## src/rtl/aoi_preimage_scanner_pkg.sv

```systemverilog
// aoi_preimage_scanner_pkg: shared widths, state encoding and expected match totals
package aoi_preimage_scanner_pkg;
  localparam int VEC_W = 5;
  localparam int CNT_W = 6;
  localparam int ONES_TOTAL = 17;
  localparam int ZEROS_TOTAL = 15;
  typedef enum logic [1:0] {IDLE = 2'd0, SCAN = 2'd1, HOLD = 2'd2, DONE = 2'd3} state_t;
endpackage

```

## src/rtl/aoi_preimage_scanner_aoi5_eval.sv

```systemverilog
// aoi5_eval: gate-level f = ~((a | ~b) & ((c & d) | e))
module aoi5_eval (
  input  logic a,
  input  logic b,
  input  logic c,
  input  logic d,
  input  logic e,
  output logic f
);
  logic nb, ab, cd, cde;
  not  g0 (nb, b);
  or   g1 (ab, a, nb);
  and  g2 (cd, c, d);
  or   g3 (cde, cd, e);
  nand g4 (f, ab, cde);
endmodule

```

## src/rtl/aoi_preimage_scanner.sv

```systemverilog
// aoi_preimage_scanner: sweeps all AOI inputs and streams those whose output equals target
module aoi_preimage_scanner
  import aoi_preimage_scanner_pkg::*;
(
  input  logic             clk,
  input  logic             rst,
  input  logic             start,
  input  logic             target,
  output logic             m_valid,
  input  logic             m_ready,
  output logic [VEC_W-1:0] m_vec,
  output logic             busy,
  output logic             done,
  output logic [CNT_W-1:0] count
);
  state_t state, state_n;
  logic [VEC_W-1:0] idx;
  logic target_q, f, match, last;
  aoi5_eval u_eval (.a(idx[4]), .b(idx[3]), .c(idx[2]), .d(idx[1]), .e(idx[0]), .f(f));
  assign match = f == target_q;
  assign last = &idx;
  assign busy = state == SCAN || state == HOLD;
  assign done = state == DONE;
  always_comb begin
    state_n = state;
    state_n = state == IDLE ? (start ? SCAN : IDLE) :
              state == SCAN ? (match ? HOLD : last ? DONE : SCAN) :
              state == HOLD ? (m_ready ? (last ? DONE : SCAN) : HOLD) : IDLE;
  end
  always_ff @(posedge clk)
    if (rst) state <= IDLE;
    else state <= state_n;
  // idx only advances once the current vector is finished, so it never wraps
  always_ff @(posedge clk)
    if (rst) begin
      idx <= '0;
      target_q <= 1'b0;
      count <= '0;
      m_vec <= '0;
      m_valid <= 1'b0;
    end else begin
      if (state == IDLE && start) begin
        target_q <= target;
        idx <= '0;
        count <= '0;
      end
      if (state == SCAN && match) begin
        m_vec <= idx;
        m_valid <= 1'b1;
        count <= count + 1'b1;
      end
      if (((state == SCAN && !match) || (state == HOLD && m_ready)) && !last) idx <= idx + 1'b1;
      if (state == HOLD && m_ready) m_valid <= 1'b0;
    end
endmodule

```

## config.mk

```make
export PLATFORM = sky130hd
export DESIGN_NAME = aoi_preimage_scanner
export DESIGN_NICKNAME = d
export VERILOG_FILES = /design/src/rtl/aoi_preimage_scanner_pkg.sv /design/src/rtl/aoi_preimage_scanner_aoi5_eval.sv /design/src/rtl/aoi_preimage_scanner.sv
export SDC_FILE = /design/constraint.sdc
export NUM_CORES = 1
export LEC_CHECK = 0
export CORE_UTILIZATION = 50
export CTS_CLUSTER_SIZE = 14
export DETAILED_ROUTE_END_ITERATION = 8
export PLACE_DENSITY = 0.8
export SYNTH_ARGS = -nofsm -noshare
export SYNTH_HDL_FRONTEND = slang
export SYNTH_SLANG_ARGS = --single-unit
```

## constraint.sdc

```tcl
create_clock -name clk -period 1.9 [get_ports clk]
set_input_delay 0.19 -clock clk [delete_from_list [all_inputs] [get_ports clk]]
set_output_delay 0.19 -clock clk [all_outputs]
set_load 0.1 [all_outputs]
```

==> impl_metrics.toml <==
[cts]
clock_slew_seen_by_the_registers_of_the_worst_setup_and_hold_paths_ps = 100
cts_buffers = 3
ctsRootBufferMaster = "sky130_fd_sc_hd__clkbuf_4"
cts_hold_buffers = 0
h_tree_lvl_count = 1
tritoncts = "yes"
max-clock-path-buffers = 2
cts.sink_count = 20
worst_skew_pair.late_latency_ps = 310

[placed_design]
detailed_place_hpwl_um = 1710
port_buffers = 18
preCtsSetupSlack_ps = 88.8
gp_congestion = 0.883

[synthesis]
yosys_most_used_dff = "sky130_fd_sc_hd__dfxtp_1"
seq_area_frac_synth = 0.382
syn_area_per_cell_um2 = 8.58
ys_types = 37
synth_fp_nets = 134
ys.warnings.count = 0
ys_seq_elements = 20
synthCells = 122
netlist_area_um2 = 1050
synth_edf_count = 0
asyncSetResetFlopFracSynth = 0

[route]
drtIter0Drc = 16
finalWirelength_um = 2320
detail_route.first_pass.iterations = 4
drc_violations_left = 0
routed-via-count = 974
avgViaCountPerCell = 5.63
routed_wire_length_per_instance_um = 13.4
postRouteAntennaNets = 0

[pwr]
clock_power_share = 0.280
p_leak_nw = 0.582
net_switching_power_mw = 0.273
combinationalPowerShare = 0.224
power_report.internal_total_mw = 0.622
power.sequential.fraction = 0.496
switching_share = 0.305
power.total_mw = 0.895
power_density_nw_per_um2 = 681
max-vdd-ir-drop_mv = 0.498

[grt]
antenna_found_initial = 0
grt_pass1_vias = 876
total_grt_overflow = 0
largest_net_degree_at_the_start_of_global_routing = 12
track_usage = 0.232
grt_first_pass_wirelength_um = 3680

[setup_path]
crit_path_class = "reg -> reg"
timing.critical_path.cells = "ha_1, and3_1, ha_1, a31oi_4, a211oi_2, a221o_1"
endpoint_kind = "flip-flop"
cp_slowest_cell = "sky130_fd_sc_hd__dfxtp_1"
arrival_ps = 1980
cell_type_group_with_the_largest_total_delay_on_the_critical_path = "compound AO/OA/AOI/OAI gates"
worst_path_largest_cell_delay_ps = 380
cp_common_cell = "sky130_fd_sc_hd__ha_1"
timing.critical_path.fanout_max = 6
worst_path_buf_inv = 0
critPathRequiredTime_ps = 2100
startpoint_type = "flip-flop"

[timing]
timing.final.max_slew_violations = 0
worst_pin_slew_ps = 348
min_period_over_period = 0.937
worst_clock_skew_ps = 13.6
report.final.setup_viol = 0
rsz0062_at_grt = "no"
timing_hold_violations_final = 0
post-route-min-period_ps = 1780
slew_headroom = 0.762
timing.final.ws_setup_ps = 121
final.setup.tns_ps = 0
fmaxAchievable_mhz = 562

[min_path]
holdCritPathClass = "in -> reg"

[die]
die_width_um = 47.8
dieArea_um2 = 2280
core-area_um2 = 1960
placementRows = 16
start_util = 0.534
chipHeight_um = 47.8
design.portCount = 19

[cells_and_area]
post_route_cells_drive_above_1_share = 0.247
fin_util = 0.670
layout.nets = 159
num-fill-cells = 188
layout_common_cells = "23 x sky130_fd_sc_hd__nand2_1, 20 x sky130_fd_sc_hd__buf_4, 17 x sky130_fd_sc_hd__dfxtp_1, 10 x sky130_fd_sc_hd__a21oi_1, 7 x sky130_fd_sc_hd__ha_1"
most_frequent_standard_cell_in_the_layout_excluding_fill_and_tap_cells = "sky130_fd_sc_hd__nand2_1"
antenna-diode-count = 0
areaGrowthSynthToFinish_pct = 25.4

[outcome]
run_status = "complete, no violations"

[flow_run]
max_capacitance_violation_count = 0
metrics by stage:
stage | cells | area, um2 | hold WS (ps)
2_1_floorplan | 122 | 1050 | 338
3_3_place_gp | 168 | 1270 | 447
3_5_place_dp | 168 | 1270 | 451
4_1_cts | 172 | 1300 | 447
5_1_grt | 173 | 1310 | 473
6_report | 173 | 1310 | 455
power groups by stage:
stage                     clock network [mW]  logic, mW  registers (mW)
after detailed placement                   0      0.193           0.454
after global routing                   0.272      0.215           0.446
after CTS                              0.253      0.195           0.444
final                                  0.251      0.200           0.444
after floorplan                            0      0.115           0.474
after global placement                     0      0.191           0.453
final timing paths:
| kind | end | start | slack [ps] | depth (start not counted) |
|---|---|---|---|---|
| max | idx[2] | idx[0] | 120 | 6 |
| min reg2reg | m_vec[2] | m_vec[2] | 470 | 2 |
| min | target_q | target | 460 | 3 |
| max reg2reg | idx[2] | idx[0] | 120 | 6 |
layer usage:
| metal | wire length (um) | up-vias | GRT usage |
|---|---|---|---|
| met5 | 0 | - | 0 |
| met4 | 44 | 0 | 0.117 |
| met3 | 85 | 6 | 0.0453 |
| met2 | 1190 | 25 | 0.397 |
| met1 | 1000 | 459 | 0.275 |
| li1 | - | 484 | - |
logic make-up (layout without fill, tap and decap cells):
family                   count (synthesis)  count (layout)  synth area share
AND/OR/NAND/NOR                         55              55             0.280
AO/OA/AOI/OAI                           31              31             0.213
flip-flops                              20              20             0.382
buffers and inverters                    8              32            0.0311
adder cells (fa/ha/maj)                  7               7            0.0836
multiplexers                             1               1            0.0108
layout make-up:
| type | count | area, um2 | area share |
|---|---|---|---|
| tap | 27 | 33.8 | 0.0257 |
| timing repair buffer | 25 | 210 | 0.160 |
| inverter | 3 | 11.3 | 0.00857 |
| sequential | 20 | 404 | 0.308 |
| clock buffer | 4 | 36.3 | 0.0276 |
| multi-input combinational | 94 | 618 | 0.470 |
timing repair:
item,in CTS,in global routing
setup endpoints to repair,0,1
setup buffers,0,1
gates resized for setup,0,1
tightest hold or removal path, stage by stage:
cell and delay (ps):
sky130_fd_sc_hd__clkdlybuf4s50_1 400, sky130_fd_sc_hd__nand3_1 70, sky130_fd_sc_hd__a21oi_1 50
synth_stat cells, drive strengths merged (2+ instances only):
| library cell | n | area (um2) |
|---|---|---|
| nand2 | 23 | 86.3 |
| dfxtp | 20 | 400 |
| a21oi | 11 | 58.8 |
| ha | 7 | 87.6 |
| o21ai | 7 | 35.0 |
| nand3 | 6 | 30.0 |
| nor3b | 4 | 30.0 |
| and3 | 3 | 18.8 |
| clkbuf | 3 | 11.3 |
| inv | 3 | 11.3 |
| nor2 | 3 | 11.3 |
| nor2b | 3 | 21.3 |
| nor3 | 3 | 20.0 |
| and2 | 2 | 12.5 |
| buf | 2 | 10.0 |
| nand2b | 2 | 12.5 |
| nand3b | 2 | 15.0 |
| o211a | 2 | 20.0 |
| o21a | 2 | 15.0 |
flip-flops by register name (all words and copies together) (netlist names):
register and cells:
count 6, idx 5, m_valid 1, m_vec 5
state 2, target_q 1
No activity file was read; power rests on OpenSTA's default activity.
